File: src/rtl/punte_enigma_uart.sv
// punte_enigma_uart
// Buffered stream bridge: uart_rx -> input FIFO -> classifier -> Enigma core -> uart_tx.
// Bytes leave in the order they arrived. At most one byte is held past the FIFO.
//
// Ports:
//   clk, rst              system clock, async active-high reset
//   rx_byte, rx_done      byte and one-cycle strobe from uart_rx
//   core_valid_in,
//   core_char_in          one-cycle request and letter index (0-25) to the core
//   core_char_out,
//   core_valid_out        encrypted index and one-cycle strobe from the core
//   tx_start, tx_din      one-cycle start strobe and byte to uart_tx
//   tx_busy               uart_tx is shifting a byte
//   clr_status            synchronous clear of overflow / core_err (a set wins)
//   overflow              sticky: byte dropped because the FIFO was full
//   core_err              sticky: the core did not answer in time
//   fifo_level            FIFO occupancy
//   char_count            bytes handed to uart_tx, wrapping
//   last_rx               last received byte, kept even when it was dropped
//   bypass                (only with PUNTE_BYPASS_EN) letters skip the core
//
// Optional feature macro: PUNTE_BYPASS_EN adds the bypass input.
//
// FSM states:
//   state     | meaning
//   S_IDLE    | wait for FIFO data, pop one byte into hold
//   S_CLASS   | classify hold as letter / other
//   S_ISSUE   | core_valid_in high for this single cycle
//   S_WAIT    | wait for core_valid_out or timeout
//   S_SEND    | wait for tx_busy low, then strobe tx_start
//   S_TX_WAIT | wait for tx_busy to rise and fall (or 4 cycles with no rise)
module punte_enigma_uart #(
  parameter int unsigned DEPTH        = 16,
  parameter int unsigned ACCEPT_LOWER = 1,
  parameter int unsigned PASS_OTHER   = 1,
  parameter int unsigned CORE_TIMEOUT = 255,
  parameter int unsigned CNT_W        = 16
) (
  input  logic                     clk,
  input  logic                     rst,
  input  logic [7:0]               rx_byte,
  input  logic                     rx_done,
  output logic                     core_valid_in,
  output logic [4:0]               core_char_in,
  input  logic [4:0]               core_char_out,
  input  logic                     core_valid_out,
  output logic                     tx_start,
  output logic [7:0]               tx_din,
  input  logic                     tx_busy,
  input  logic                     clr_status,
  output logic                     overflow,
  output logic                     core_err,
  output logic [$clog2(DEPTH):0]   fifo_level,
  output logic [CNT_W-1:0]         char_count,
  output logic [7:0]               last_rx
`ifdef PUNTE_BYPASS_EN
  ,
  input  logic                     bypass
`endif
);

  localparam int AW = $clog2(DEPTH);
  localparam int LW = AW + 1;
  localparam int TW = $clog2(CORE_TIMEOUT + 1);

  typedef enum logic [2:0] {
    S_IDLE,
    S_CLASS,
    S_ISSUE,
    S_WAIT,
    S_SEND,
    S_TX_WAIT
  } state_t;

  state_t state;

  logic [7:0]    mem [DEPTH];
  logic [AW-1:0] wr_ptr;
  logic [AW-1:0] rd_ptr;
  logic [LW-1:0] level;
  logic          full;
  logic          push;
  logic          pop;

  logic [7:0]    hold;
  logic          hold_lower;
  logic          is_upper;
  logic          is_lower;
  logic [4:0]    letter_idx;
  logic [TW-1:0] timer;
  logic [1:0]    tx_wait;
  logic          busy_seen;

  // Full is judged on the registered level, so a pop in the same cycle
  // never makes room for a push.
  assign full       = (level == LW'(DEPTH));
  assign push       = rx_done && !full;
  assign pop        = (state == S_IDLE) && (level != '0);
  assign fifo_level = level;

  always_comb begin
    is_upper   = (hold >= 8'h41) && (hold <= 8'h5A);
    is_lower   = (ACCEPT_LOWER != 0) && (hold >= 8'h61) && (hold <= 8'h7A);
    // 'A' and 'a' both have 5'b00001 in their low bits, so one subtract
    // serves both cases.
    letter_idx = hold[4:0] - 5'd1;
  end

  always_ff @(posedge clk) begin
    if (push) mem[wr_ptr] <= rx_byte;
  end

  always_ff @(posedge clk or posedge rst) begin
    if (rst) begin
      wr_ptr   <= '0;
      rd_ptr   <= '0;
      level    <= '0;
      overflow <= 1'b0;
      last_rx  <= 8'h00;
    end else begin
      if (push) wr_ptr <= wr_ptr + AW'(1);
      if (pop)  rd_ptr <= rd_ptr + AW'(1);
      case ({push, pop})
        2'b10:   level <= level + LW'(1);
        2'b01:   level <= level - LW'(1);
        default: level <= level;
      endcase
      if (rx_done) last_rx <= rx_byte;
      if (rx_done && full) overflow <= 1'b1;
      else if (clr_status) overflow <= 1'b0;
    end
  end

  always_ff @(posedge clk or posedge rst) begin
    if (rst) begin
      state         <= S_IDLE;
      hold          <= 8'h00;
      hold_lower    <= 1'b0;
      core_valid_in <= 1'b0;
      core_char_in  <= 5'd0;
      timer         <= '0;
      tx_start      <= 1'b0;
      tx_din        <= 8'h00;
      tx_wait       <= 2'd0;
      busy_seen     <= 1'b0;
      char_count    <= '0;
      core_err      <= 1'b0;
    end else begin
      if (clr_status) core_err <= 1'b0;
      case (state)
        S_IDLE: begin
          if (pop) begin
            hold  <= mem[rd_ptr];
            state <= S_CLASS;
          end
        end
        S_CLASS: begin
          hold_lower <= is_lower;
          if (is_upper || is_lower) begin
`ifdef PUNTE_BYPASS_EN
            if (bypass) begin
              tx_din <= hold;
              state  <= S_SEND;
            end else begin
              core_valid_in <= 1'b1;
              core_char_in  <= letter_idx;
              state         <= S_ISSUE;
            end
`else
            core_valid_in <= 1'b1;
            core_char_in  <= letter_idx;
            state         <= S_ISSUE;
`endif
          end else if (PASS_OTHER != 0) begin
            tx_din <= hold;
            state  <= S_SEND;
          end else begin
            state <= S_IDLE;
          end
        end
        S_ISSUE: begin
          // Down-counter: reaching zero with no answer means the core
          // missed its CORE_TIMEOUT-cycle window.
          core_valid_in <= 1'b0;
          timer         <= TW'(CORE_TIMEOUT - 1);
          state         <= S_WAIT;
        end
        S_WAIT: begin
          if (core_valid_out) begin
            tx_din <= {3'b000, core_char_out} + (hold_lower ? 8'h61 : 8'h41);
            state  <= S_SEND;
          end else if (timer == '0) begin
            tx_din   <= 8'h3F;
            core_err <= 1'b1;
            state    <= S_SEND;
          end else begin
            timer <= timer - TW'(1);
          end
        end
        S_SEND: begin
          if (!tx_busy) begin
            tx_start  <= 1'b1;
            tx_wait   <= 2'd3;
            busy_seen <= 1'b0;
            state     <= S_TX_WAIT;
          end
        end
        S_TX_WAIT: begin
          tx_start <= 1'b0;
          if (busy_seen) begin
            if (!tx_busy) begin
              char_count <= char_count + CNT_W'(1);
              state      <= S_IDLE;
            end
          end else if (tx_busy) begin
            busy_seen <= 1'b1;
          end else if (tx_wait == 2'd0) begin
            // Transmitter never acknowledged; count the byte as sent.
            char_count <= char_count + CNT_W'(1);
            state      <= S_IDLE;
          end else begin
            tx_wait <= tx_wait - 2'd1;
          end
        end
        default: state <= S_IDLE;
      endcase
    end
  end

endmodule

File: config.mk
export PLATFORM = sky130hd
export DESIGN_NAME = punte_enigma_uart
export DESIGN_NICKNAME = d
export VERILOG_FILES = /design/src/rtl/punte_enigma_uart.sv
export SDC_FILE = /design/constraint.sdc
export NUM_CORES = 1
export LEC_CHECK = 0
export ABC_AREA = 0
export ABC_CLOCK_PERIOD_IN_PS = 4300
export CORE_UTILIZATION = 60
export CTS_CLUSTER_DIAMETER = 100
export DETAILED_ROUTE_END_ITERATION = 7
export PLACE_DENSITY = 0.88
export REMOVE_ABC_BUFFERS = 1
export SYNTH_ARGS = -nofsm -noshare
export SYNTH_HDL_FRONTEND = slang
export SYNTH_SLANG_ARGS = --single-unit
File: constraint.sdc
create_clock -name clk -period 4.3 [get_ports clk]
set_input_delay 0.86 -clock clk [delete_from_list [all_inputs] [get_ports clk]]
set_output_delay 0.86 -clock clk [all_outputs]
set_load 0.1 [all_outputs]
Word-level counts from Yosys, hierarchy flattened
Memories as Yosys holds them, arrays and structs flattened. A register that Yosys moved wholly into a read port is not among the register bits. Cells that the tools add are included.

Bits of input ports: 19. Output and inout port bits: 46. Logic and storage cells: 121. Bits in registers: 69. RAM bits: 128. Memories: 1.

Memory list: mem (depth 16, width 8, rd ports 1, clocked after Yosys merged registers in 1, write ports 1, line 77) `logic [7:0] mem [DEPTH];`.

Add/sub/neg operators: 9. Equality and inequality tests: 19. Bitwise gates (word level): 1. Mux-type cells: 44. Reduce and logical (&&, ||, !) cells: 27. $lt $le $gt $ge: 4.

Operator list (count): 16-bit two-way mux (4); 8-bit two-way mux (5); 8-bit one-hot mux with 2 select lines (2); 3-bit two-way mux (9); 2-bit inequality test, second input constant (9); 3-bit one-hot mux with 6 select lines (1); 16-bit by 1-bit adder with 16-bit output, second input constant (1); 8-bit by 7-bit >= comparator with 1-bit output, second input constant (2); 8-bit by 7-bit <= comparator with 1-bit output, second input constant (2); 2-bit nonzero test (7); 1-bit two-way mux (13); 5-bit one-hot mux with 2 select lines (1); 5-bit AND reduction (2); 5-bit by 1-bit subtractor with 5-bit output, second input constant (2); 3-bit AND reduction (3); 4-bit by 1-bit adder with 4-bit output, second input constant (2); 5-bit by 7-bit adder with 8-bit output (1); 8-bit zero test (1); 2-bit two-way mux (4); 2-bit AND reduction (4); 8-bit by 1-bit subtractor with 8-bit output, second input constant (1); 3-bit by 2-bit equality test with 1-bit output, second input constant (2); 3-bit equality test, second input constant (2); 6-bit two-way mux (1); other kinds (16) (23).

Depth between registers and ports, before layout
Depth in word-level cells: 5. Mapped depth: 12. Mapped depth without buffers: 10.

Worst setup path before layout
OpenSTA, ideal clock, no wires.

Kind: register to register. Start point: reg level[1], in the netlist fifo_level[1]. End point: reg level[4], in the netlist fifo_level[4]. Library setup time: 0.124 ns. Setup slack: 0.931 ns. Clock period less this slack: 3.369 ns. Data required time: 4.176 ns. Arrival: 3.245 ns. Path buffers: 2. Stages on the path, launching flop included: 13. Cells stage by stage: dfrtp_1 > clkbuf_1 > nor4_1 > a21boi_1 > inv_1 > ha_1 > clkbuf_1 > xor2_1 > ha_1 > o211a_1 > o31ai_1 > a31oi_1 > xnor2_1.

Cells in the longest elaborated chain, start to end: 5. Elaborated cells between the ends (all ways): 11. Classes of those cells: 2 x add/sub; 3 x eq/ne; 1 x mux; 5 x reduce/logical.

Ends and longest elaborated chain: start: declaration (line 80) `logic [LW-1:0] level;`; start signal: assignment (line 124) `2'b10: level <= level + LW'(1);`; start signal: assignment (line 125) `2'b01: level <= level - LW'(1);`; start signal: assignment (line 126) `default: level <= level;`; 5-bit equality test (line 96) `assign full = (level == LW'(DEPTH));`; 1-bit zero test (line 97) `assign push = rx_done && !full;`; 1-bit logical AND (line 97); 2-bit by 1-bit equality test with 1-bit output / 2-bit equality test (equally long branches) (line 123) `case ({push, pop})`; 5-bit one-hot mux with 2 select lines / 2-bit nonzero test (equally long branches).

Several ways; a longest one is shown, not always the timed one. A chain may end at the register's enable or synchronous reset.

Worst setup path after layout
Start point: reg level[1], in the netlist fifo_level[1]. End point: reg level[4], in the netlist fifo_level[4].

Elaborated cells between the ends (all ways): 11. Classes of those cells: 2 x add/sub; 3 x eq/ne; 1 x mux; 5 x reduce/logical.

RTL lines: 5-bit nonzero test * (line 98) `assign pop = (state == S_IDLE) && (level != '0);`; 1-bit logical AND * (line 98); via pop (line 83) `logic pop;`; 2-bit by 1-bit equality test with 1-bit output / 2-bit equality test (equally long branches) (line 123); 5-bit one-hot mux with 2 select lines / 2-bit nonzero test (equally long branches).

Mark *: on every way through the listed nets, which the timed path passes. The rest lies on a longest branch.

==> impl_results.md <==
- Initial core utilization: 61.42%
- CP Cell Sequence: or4_1 -> o21ai_1 -> inv_1 -> ha_1 -> xor2_1 -> ha_1 -> o211a_1 -> o31ai_1 -> a31oi_1 -> xnor2_1
- Yosys top cell area share: 43.22%
- # H-tree levels: 1
- Post-Syn Area: 8894 sq um
- Design Power: 7.323 mW
- Overall routed net length: 18.35 mm
- First-pass GRT wire length: 28.53 mm
- Part of the power in registers: 39.7%
- DP HPWL: 11.99 mm
- Total gr overflow: 0
- Antenna diodes: 0
- RSZ-0062 raised after global routing: false
- Total global-route track usage: 25.21%
- Die area: 15,310 sq um
- Die X: 123.7 microns
- Register bit total from synthesis: 205
- Placer Congestion: 0.8643
- Initial DRC Count: 422
- Share of layout cells above drive strength 1: 15.04%
- DRC: 0
- Final period utilization: 84.32%
- Max Cap Violations: 0
- Synth async-reset ratio: 37.56%
- Combinational Power Share: 37.0%
- Cell family with most CP delay: compound AO/OA/AOI/OAI gates
- Slowest stage delay, CP: 0.61 ns
- Io pins: 65
- Worst hold path class: flop to flop
- P_int: 4.399 mW
- Area delta synth->final: 16.24%
- Leak: 3.808 nW
- Gate Count Post-Synth: 583
- Synth cell types: 63
- Slowest CP cell: o21ai_1
- Port bufs: 64
- DR vias/cell: 6.191
- ANT nets after route: 0
- Avg Inst Size Synth: 15.25 sq um
- CTS Sinks: 205
- PostCTS Resize Cnt: 0
- Final setup TNS: 0 ns
- Routed wl met3: 1.176 mm
- Hold-fix buffers, CTS: 0
- Seq/Total Area, Yosys: 64.88%
- Outcome: complete, no violations
- EDFF count, synth: 128
- Antenna violations before repair: 0
- Relative slew margins: 25.81%
- Worst EP required: 4.68 ns
- Arr. time, crit path: 4.00 ns
- Worst slew pin tran: 1.113 ns
- Minimum clock period after layout: 3.626 ns
- WP buf/inv: 1
- CTS Buf Count: 22
- Critical Path Fanout Max: 11
- Sw frac: 39.93%
- Highest metal used: met4
- Switching power: 2.924 mW
- WL met1: 7.459 mm
- Crit path top cell by count: ha_1
- Clk_lat worst skew: 0.52 ns
- Worst Setup End Kind: flop
- Startpoint types: flop
- DR vias: 5,256
- Router iterations before antenna repair: 5
- Final Hold Viols: 0
- Synth warn: 0
- Root Driver: clkbuf_16
- VDD IR max: 0.0004217 V
- Fmax: 275.8 MHz
- Power per standard cell area: 708.4 nW/um^2
- Post-CTS setup buffers: 0
- Drt wl/cell: 21.61 microns
- Core region area: 14,480 sq um
- Cell Rows: 44
- Max Root-Sink Buffers: 3
- Die Ht: 123.7 microns
- Final Skew: 0.02747 ns
- Clock network power share: 23.3%
- Largest net degree at the start of global routing: 59
- Synth top area cells: edfxtp_1, dfrtp_1, mux4_2
- Pins over their slew limit: 0
- Final #Nets: 686
- Critical path type: flop to flop
- Final setup vio count: 0
- Vias in the first global route: 5,228
- CTS tree: yes
- Synth area leader: edfxtp_1
- Met2 WL: 9.210 mm
- Clock transition at path regs: 0.06 ns
- Ys flop type: edfxtp_1
==> sequential cells by signal, indices dropped and copies added, names as in the netlist <==
name / count
overflow: 1
hold: 8
core_valid_in: 1
tx_wait: 2
core_err: 1
state: 3
tx_start: 1
hold_lower: 1
rd_ptr: 4
timer: 8
last_rx: 8
fifo_level: 5
busy_seen: 1
mem: 128
core_char_in: 5
wr_ptr: 4
char_count: 16
tx_din: 8
==> layout make-up <==
cell class	count	area, sq um
clock buffers	32	598.1
well taps	184	230.2
flip-flops and latches	205	5772
clock inverters	7	58.81
inverters	24	91.34
multi-input cells	326	2894
fillers	885	4141
repair buffers	71	693.2
==> cells in the mapped netlist (8+ instances only) <==
cell / n
mux2i_1: 20
o221ai_1: 8
clkbuf_1: 12
edfxtp_1: 128
nor2_1: 27
nand2_1: 39
nand3_1: 10
ha_1: 17
buf_2: 8
mux2_2: 20
xor2_1: 13
inv_1: 24
mux4_2: 32
nor3_1: 15
xnor2_1: 20
a21oi_1: 9
o21ai_0: 14
dfrtp_1: 77
==> through the flow <==
step	utilization (%)	hold WS, ns	worst slack, ns	area, sq um	std cells
final	71.40	0.4749	0.6742	10340	849
after global routing	71.40	0.4976	0.4298	10340	849
after CTS	71.40	0.4797	0.6992	10340	849
after detailed placement	66.86	0.4726	0.4899	9681	810
after global placement	66.86	0.4577	0.6282	9681	810
after floorplan	-	0.4511	0.7636	8755	555
==> power groups by stage <==
stage                     Sequential (mW)  Clock, mW  Combinational [mW]
after floorplan                      3.69          0                1.18
after global placement               2.91          0                2.60
after detailed placement             2.94          0                2.68
after CTS                            2.91       1.73                2.72
after global routing                 2.97       1.81                2.86
final                                2.91       1.70                2.71
==> cells by family after synthesis <==
logic type,after synthesis,synth area share (%)
flip-flops,205,64.88
AND/OR/NAND/NOR,140,8.483
multiplexers,72,12.89
AO/OA/AOI/OAI,63,5.346
buffers and inverters,52,2.574
XOR/XNOR,34,3.433
adder cells (fa/ha/maj),17,2.392
==> worst register-to-register path: stages, from the launching register on <==
cell	delay (ns)
dfrtp_1	0.48
or4_1	0.59
o21ai_1	0.61
inv_1	0.31
ha_1	0.38
xor2_1	0.19
ha_1	0.23
o211a_1	0.23
o31ai_1	0.23
a31oi_1	0.10
xnor2_1	0.15
==> cells in the final DEF, fill, tap and decap left out, types with 8 or more instances in the layout <==
cell	n
ha_1	17
mux2_2	20
clkdlybuf4s50_1	64
o221ai_1	8
inv_1	23
xnor2_1	20
mux2i_1	20
clkbuf_16	22
clkbuf_1	9
nor3_1	15
nand3_1	10
nor2_1	27
a21oi_1	9
nand2_1	39
xor2_1	13
edfxtp_1	128
o21ai_0	14
dfrtp_1	76
mux4_2	32
==> worst paths after layout <==
check,slack [ns],from,cells past startpoint,endpoint
min in group asynchronous,0.87,rst,2,last_rx[7]$_DFFE_PP0P_
hold / removal,0.47,char_count[15]$_DFFE_PP0P_,1,char_count[15]$_DFFE_PP0P_
setup / recovery,0.67,fifo_level[1]$_DFFE_PP0P_,10,fifo_level[4]$_DFFE_PP0P_
setup reg to reg,0.67,fifo_level[1]$_DFFE_PP0P_,10,fifo_level[4]$_DFFE_PP0P_
max in group asynchronous,2.58,rst,3,tx_din[3]$_DFFE_PP0P_
hold reg to reg,0.47,char_count[15]$_DFFE_PP0P_,1,char_count[15]$_DFFE_PP0P_
==> per-layer routing <==
layer	global-route usage, %	vias up
met1	34.14	2638
li1	-	2341
met3	4.350	45
met4	8.358	0
met5	0	-
met2	41.74	232
(Power assumes the default switching activity.)
